==> src/rtl/branch_predict_unit.sv <==
// Branch resolution and prediction for the RV32I pipeline: per-PC 2-bit counter
// prediction for IF, funct3 compare and mispredict/redirect for EX, plus statistics.
module branch_predict_unit #(
  parameter int         XLEN        = 32,
  parameter int         BHT_ENTRIES = 64,
  parameter logic [1:0] CTR_INIT    = 2'b01,
  parameter int         CNT_W       = 32
) (
  input  logic             clk,
  input  logic             rst,
  input  logic [XLEN-1:0]  if_pc,
  output logic             if_pred_taken,
  input  logic             ex_valid,
  input  logic             ex_is_b_type,
  input  logic [2:0]       ex_funct3,
  input  logic [XLEN-1:0]  ex_pc,
  input  logic [XLEN-1:0]  ex_imm,
  input  logic [XLEN-1:0]  ex_opr_a,
  input  logic [XLEN-1:0]  ex_opr_b,
  input  logic             ex_pred_taken,
  output logic             branch_taken,
  output logic             mispredict,
  output logic [XLEN-1:0]  redirect_pc,
  output logic             illegal_branch,
  output logic [CNT_W-1:0] stat_branches,
  output logic [CNT_W-1:0] stat_mispredicts
);

  localparam int IDX_W = $clog2(BHT_ENTRIES);

  logic [1:0]       bht_q [BHT_ENTRIES];
  logic [1:0]       bht_d [BHT_ENTRIES];
  logic [CNT_W-1:0] stat_branches_q, stat_branches_d;
  logic [CNT_W-1:0] stat_mispredicts_q, stat_mispredicts_d;
  logic             illegal_q, illegal_d;

  logic             f3_legal;
  logic             br_v;
  logic             cmp;
  logic [IDX_W-1:0] if_idx;
  logic [IDX_W-1:0] ex_idx;
  logic             unused_if_bits;

  // Only the word-index bits select a counter; the rest alias by design.
  assign if_idx         = if_pc[IDX_W+1:2];
  assign ex_idx         = ex_pc[IDX_W+1:2];
  assign unused_if_bits = ^{if_pc[XLEN-1:IDX_W+2], if_pc[1:0]};

  assign if_pred_taken    = bht_q[if_idx][1];
  assign illegal_branch   = illegal_q;
  assign stat_branches    = stat_branches_q;
  assign stat_mispredicts = stat_mispredicts_q;

  always_comb begin
    cmp = 1'b0;
    case (ex_funct3)
      3'b000:  cmp = (ex_opr_a == ex_opr_b);
      3'b001:  cmp = (ex_opr_a != ex_opr_b);
      3'b100:  cmp = ($signed(ex_opr_a) <  $signed(ex_opr_b));
      3'b101:  cmp = ($signed(ex_opr_a) >= $signed(ex_opr_b));
      3'b110:  cmp = (ex_opr_a <  ex_opr_b);
      3'b111:  cmp = (ex_opr_a >= ex_opr_b);
      default: cmp = 1'b0;
    endcase
    f3_legal     = (ex_funct3[2:1] != 2'b01);
    br_v         = ex_valid & ex_is_b_type & f3_legal;
    branch_taken = br_v & cmp;
    mispredict   = br_v & (branch_taken != ex_pred_taken);
    redirect_pc  = branch_taken ? (ex_pc + ex_imm) : (ex_pc + XLEN'(4));
  end

  always_comb begin
    bht_d              = bht_q;
    stat_branches_d    = stat_branches_q;
    stat_mispredicts_d = stat_mispredicts_q;
    illegal_d          = ex_valid & ex_is_b_type & ~f3_legal;
    if (br_v) begin
      if (branch_taken) begin
        if (bht_q[ex_idx] != 2'b11) bht_d[ex_idx] = bht_q[ex_idx] + 2'd1;
      end else begin
        if (bht_q[ex_idx] != 2'b00) bht_d[ex_idx] = bht_q[ex_idx] - 2'd1;
      end
      // Statistics saturate instead of wrapping.
      if (stat_branches_q != '1) stat_branches_d = stat_branches_q + CNT_W'(1);
      if (mispredict && (stat_mispredicts_q != '1))
        stat_mispredicts_d = stat_mispredicts_q + CNT_W'(1);
    end
  end

  always_ff @(posedge clk) begin
    if (rst) begin
      for (int i = 0; i < BHT_ENTRIES; i++) bht_q[i] <= CTR_INIT;
      stat_branches_q    <= '0;
      stat_mispredicts_q <= '0;
      illegal_q          <= 1'b0;
    end else begin
      bht_q              <= bht_d;
      stat_branches_q    <= stat_branches_d;
      stat_mispredicts_q <= stat_mispredicts_d;
      illegal_q          <= illegal_d;
    end
  end

endmodule

==> config.mk <==
export PLATFORM = sky130hd
export DESIGN_NAME = branch_predict_unit
export DESIGN_NICKNAME = d
export VERILOG_FILES = /design/src/rtl/branch_predict_unit.sv
export SDC_FILE = /design/constraint.sdc
export NUM_CORES = 1
export LEC_CHECK = 0
export CAP_MARGIN = 10
export CORE_UTILIZATION = 30
export CTS_CLUSTER_DIAMETER = 100
export DETAILED_ROUTE_END_ITERATION = 12
export DONT_BUFFER_PORTS = 1
export PLACE_DENSITY = 0.41
export SLEW_MARGIN = 40
export SYNTH_ARGS = -nofsm -noshare
export SYNTH_HDL_FRONTEND = slang
export SYNTH_SLANG_ARGS = --single-unit
==> constraint.sdc <==
create_clock -name clk -period 4.3 [get_ports clk]
set_clock_uncertainty 0.2 [all_clocks]
set_input_delay 0.645 -clock clk [delete_from_list [all_inputs] [get_ports clk]]
set_output_delay 0.645 -clock clk [all_outputs]
set_load 0.01 [all_outputs]
=== After elaboration in Yosys (flattened, before gate mapping) ===
Index checks and enable logic that the tools add are counted.

* Bitwise gates (word level): 8
* $add $sub $neg: 6
* Eq/ne operators: 13
* Mux-type cells: 15
* Reductions and logical operators: 8
* $lt $le $gt $ge: 7

{| class="wikitable"
|+ Operators with widths
! cell !! number
|-
| 128-bit 2-to-1 mux || 3
|-
| 128-bit bitwise mux || 2
|-
| 32-bit by 1-bit adder with 32-bit output (second input constant) || 2
|-
| 32-bit >= comparator || 2
|-
| 32-bit < comparator || 2
|-
| 32-bit inequality test (second input constant) || 2
|-
| 32-bit by 3-bit adder with 32-bit output (second input constant) || 1
|-
| 32-bit adder || 1
|-
| 32-bit equality test || 1
|-
| 32-bit 2-to-1 mux || 1
|-
| 32-bit inequality test || 1
|-
| 2-bit binary-select mux with 6-bit select || 2
|-
| 7-bit >= comparator (second input constant) || 2
|-
| 6-bit inverter with 7-bit output || 2
|-
| 2-bit demux with 6-bit select || 1
|-
| 3-bit equality test (second input constant) || 4
|-
| 2-bit 2-to-1 mux || 5
|-
| 7-bit by 1-bit < comparator with 1-bit output (second input constant) || 1
|-
| 1-bit one-hot mux with 6 select lines || 1
|-
| 1-bit bitwise AND || 5
|-
| 2-bit by 1-bit inequality test with 1-bit output (second input constant) || 2
|-
| 2-bit AND reduction || 2
|-
| 2-bit nonzero test || 2
|-
| 3-bit by 1-bit equality test with 1-bit output (second input constant) || 1
|-
| 8 further kinds || 9
|}

* Input port bits: 168
* Output and inout port bits: 100
* Word-level logic and storage cells: 124
* Register bits: 193

=== Longest topological paths before layout ===
* Word-level depth: 8
* Gate-level depth with buffers: 18
* Depth with buffers taken out: 13

=== Worst setup path before layout ===
No wires, ideal clock.

* Path type: input-to-reg
* From: input port ex_pc[4]
* To: register (tool-made name)
* Required time: 4.028 ns
* Buffers on the path: 6
* Setup time: 0.072 ns
* Cell stages on the path: 16
* Arrival time: 4.094 ns
* Slack: -0.066 ns
* Cell sequence: buf_2 buf_2 clkbuf_1 buf_1 buf_2 mux4_2 mux2_2 o221ai_1 o311ai_0 o21ai_0 inv_1 ha_1 mux2i_2 clkbuf_1 and3_1 mux2i_1

{| class="wikitable"
|+ RTL lines
! item !! line !! RTL
|-
| start, declared || 16 || <nowiki>input logic [XLEN-1:0] ex_pc,</nowiki>
|}

=== Worst setup path in the final report ===
* From: input port ex_pc[0]
* To: output port redirect_pc[30]

* Cells in the longest elaborated chain, start to end: 2
* Elaborated cells between the ends (all ways): 3
* Those cells by class: add/sub (2); mux (1)

{| class="wikitable"
|+ Ends and longest elaborated chain
! item !! line !! RTL
|-
| 32-bit by 3-bit adder with 32-bit output or 32-bit adder (tied branches) || 69 || <nowiki>redirect_pc = branch_taken ? (ex_pc + ex_imm) : (ex_pc + XLEN'(4));</nowiki>
|-
| 32-bit 2-to-1 mux * || 69 ||
|-
| end, declared || 23 || <nowiki>output logic [XLEN-1:0] redirect_pc,</nowiki>
|}

Mark *: on every way between the ends. The rest lies on a longest branch, timed or not.

==> results.yml <==
detailed_routing:
  dr_wl_met3_um: 2150
  ant_nets: 0
  m1WireLength_um: 18700
  met2_length_um: 20300
  drc: 0
  num_vias: 11260
  top_layer_used: "met4"
  drt_wl_total_um: 41800
  routedWlPerCell_um: 19.6
  vias_per_cell: 5.29
  drtIter0Drc: 609
  drtPass1Iterations: 5
synthesis:
  async_flop_share: 0
  syn-num-nets: 1783
  ys_seq_elements: 193
  syn_avg_cell_area_um2: 8.47
  syn_inst: 1546
  yosysUniqueCellTypes: 71
  synth-edff-count: 0
  syn_area_um2: 13100
  synth_ff_type: "dfxtp_1"
  seq_area_frac_synth: 0.295
  synth_warnings: 0
final_layout:
  finalNonFillerCells: 2130
  final_util: 0.339
  drive_gt1_frac: 0.0972
  regArea_um2: 3860
  nFillCells: 4577
  most-common-layout-cells: "dfxtp_1, nor2_1, mux2i_1"
  multi_input_area_um2: 8720
  final_common_cell: "dfxtp_1"
  synthToLayoutAreaGrowth_pct: 11.6
  final_area_um2: 14600
  nNetsFinal: 1770
grt:
  grt_pass1_vias: 11145
  antenna_found_initial: 0
  grt_start_max_net_pins: 202
  grt_remaining_overflow: 0
  grt_pass1_wl_um: 64700
  grtUsageTotal: 0.188
clock_tree:
  clkSlewWorstSetupHoldPaths_ps: 70
  htree_levels: 4
  cts_root_buf: "clkbuf_16"
  cts_buffer_depth: 2
  numCtsBuffers: 17
  clock_latency_ps: 460
  clock_sinks: 193
  cts_tree: "done"
floorplan:
  die_width_um: 211
  pin_count: 268
  die_h_um: 211
  die-area_um2: 44500
  row_count: 76
  initial_core_util: 0.304
  coreArea_um2: 43100
placement:
  dp_hpwl_um: 29500
  port_buffers: 0
  dpl_cell_area_um2: 14000
  place_inst: 2094
  gp_congestion: 0.811
sta:
  max_freq_ghz: 0.240
  min_period_over_period: 0.967
  finalMaxSlewViolations: 0
  setup_viol: 0
  relSlewSlack: 0.554
  finalHoldViolations: 0
  fin_tns_setup_ps: 0
  tightest_slew_ps: 668
  rsz0062_at_grt: "false"
  post-route-min-period_ps: 4160
worst_setup_path:
  critPathLaunch: "ex_pc[0]"
  crit_path_max_fanout: 4
  crit_path_start_kind: "input port"
  timing.rr.end: "bht_q[97]$_SDFFE_PP0P_"
  cp.arrival_ps: 3310
  crit_required_ps: 3450
  r2r_cells: 12
  worst_setup_path_end_kind: "output port"
  crit_type: "in -> out"
  timing.reg2reg.setup_slack_ps: 960
  worstSetupEndpoint: "redirect_pc[30]"
pwr:
  power.density_nw_per_um2: 283
  total_power_w: 0.00413
  p_leak_nw: 5.94
  peakVddDrop_mv: 0.275
run:
  cap_violations: 0
status:
  outcome: "finished clean"
worst_hold_path:
  hp-class: "in -> reg"
[repair_timing]
action | in CTS | in global routing
hold buffers | 0 | 0
endpoints found under the setup margin | 0 | 7
endpoints found under the hold margin | 0 | 0
gates resized for setup | 0 | 1
buffers inserted | 0 | 4
[layout make-up]
cell class,count,area share
antenna,1,0.000171
inverter,52,0.0134
multi-input combinational,1216,0.597
tap,585,0.0501
timing repair buffer,53,0.0353
clock inverter,11,0.00890
sequential,193,0.264
clock buffer,19,0.0310
[how the worst min path moves through the flow]
stage	cells after the start	from	endpoint	slack [ps]
after floorplan	2	bht_q[17]$_SDFFE_PP0P_	bht_q[17]$_SDFFE_PP0P_	260
after global placement	2	bht_q[17]$_SDFFE_PP0P_	bht_q[17]$_SDFFE_PP0P_	280
after detailed placement	2	bht_q[67]$_SDFFE_PP0P_	bht_q[67]$_SDFFE_PP0P_	280
after CTS	1	rst	illegal_branch$_SDFF_PP0_	70
after global routing	1	rst	illegal_branch$_SDFF_PP0_	40
final	1	rst	illegal_branch$_SDFF_PP0_	80
[routing by layer]
metal  GRT usage  vias to the layer above
met5           0                        -
met4      0.0515                        0
met3      0.0381                       30
met2       0.322                      261
met1       0.238                     5441
li1            -                     5528
[where the power goes]
part	total [W]	internal (W)	switching [W]
logic	0.000673	0.000290	0.000383
clock network	0.00166	0.000888	0.000773
registers	0.00180	0.00179	0.00000539
[synth_stat cells (12+ instances only)]
| cell type | instances | share of area |
|---|---|---|
| nor3_1 | 26 | 0.0099 |
| buf_2 | 22 | 0.0084 |
| a21oi_1 | 81 | 0.031 |
| xor2_1 | 38 | 0.025 |
| mux2i_1 | 144 | 0.11 |
| nand2b_1 | 79 | 0.038 |
| nand3_1 | 95 | 0.036 |
| dfxtp_1 | 193 | 0.29 |
| nand2_1 | 94 | 0.027 |
| or4_1 | 12 | 0.0069 |
| clkbuf_1 | 52 | 0.015 |
| a21o_1 | 14 | 0.0080 |
| nor2_1 | 164 | 0.047 |
| ha_1 | 68 | 0.065 |
| nor2b_1 | 26 | 0.012 |
| o21ai_0 | 72 | 0.028 |
| xnor2_1 | 46 | 0.031 |
| and2_1 | 13 | 0.0062 |
| mux2_2 | 16 | 0.014 |
| nand4_1 | 22 | 0.011 |
| mux4_2 | 32 | 0.055 |
| or3_1 | 20 | 0.0096 |
| and3_1 | 29 | 0.014 |
| inv_1 | 52 | 0.015 |
[cell families after synthesis]
logic type / Yosys count / share of synthesized area
adders and majority gates: 69 / 0.0665
and+or+nand+nor: 605 / 0.234
muxes: 193 / 0.180
xor gates and xnor gates: 84 / 0.0562
AOI/OAI and AO/OA: 265 / 0.127
DFF: 193 / 0.295
buffers and inverters: 137 / 0.0415
[worst max-delay path, stage by stage]
cell and delay [ps]:
ha_1 150, inv_1 60, fa_1 430, nor2b_1 220
o2111ai_1 200, o2111ai_1 210, a31oi_1 130, buf_4 180
o31ai_1 250, buf_4 160, o41ai_1 80, o21ai_1 200
xor2_1 170, nand2_1 70, o21ai_0 150
[per-stage QoR]
stage / setup WS [ps] / hold slack, ps
2_1_floorplan: 11.0 / 255
3_3_place_gp: 84.9 / 276
3_5_place_dp: 76.1 / 276
4_1_cts: 61.0 / 67.6
5_1_grt: 18.7 / 40.4
6_report: 141 / 77.8
Note: power is estimated with default switching activity, not from simulation.
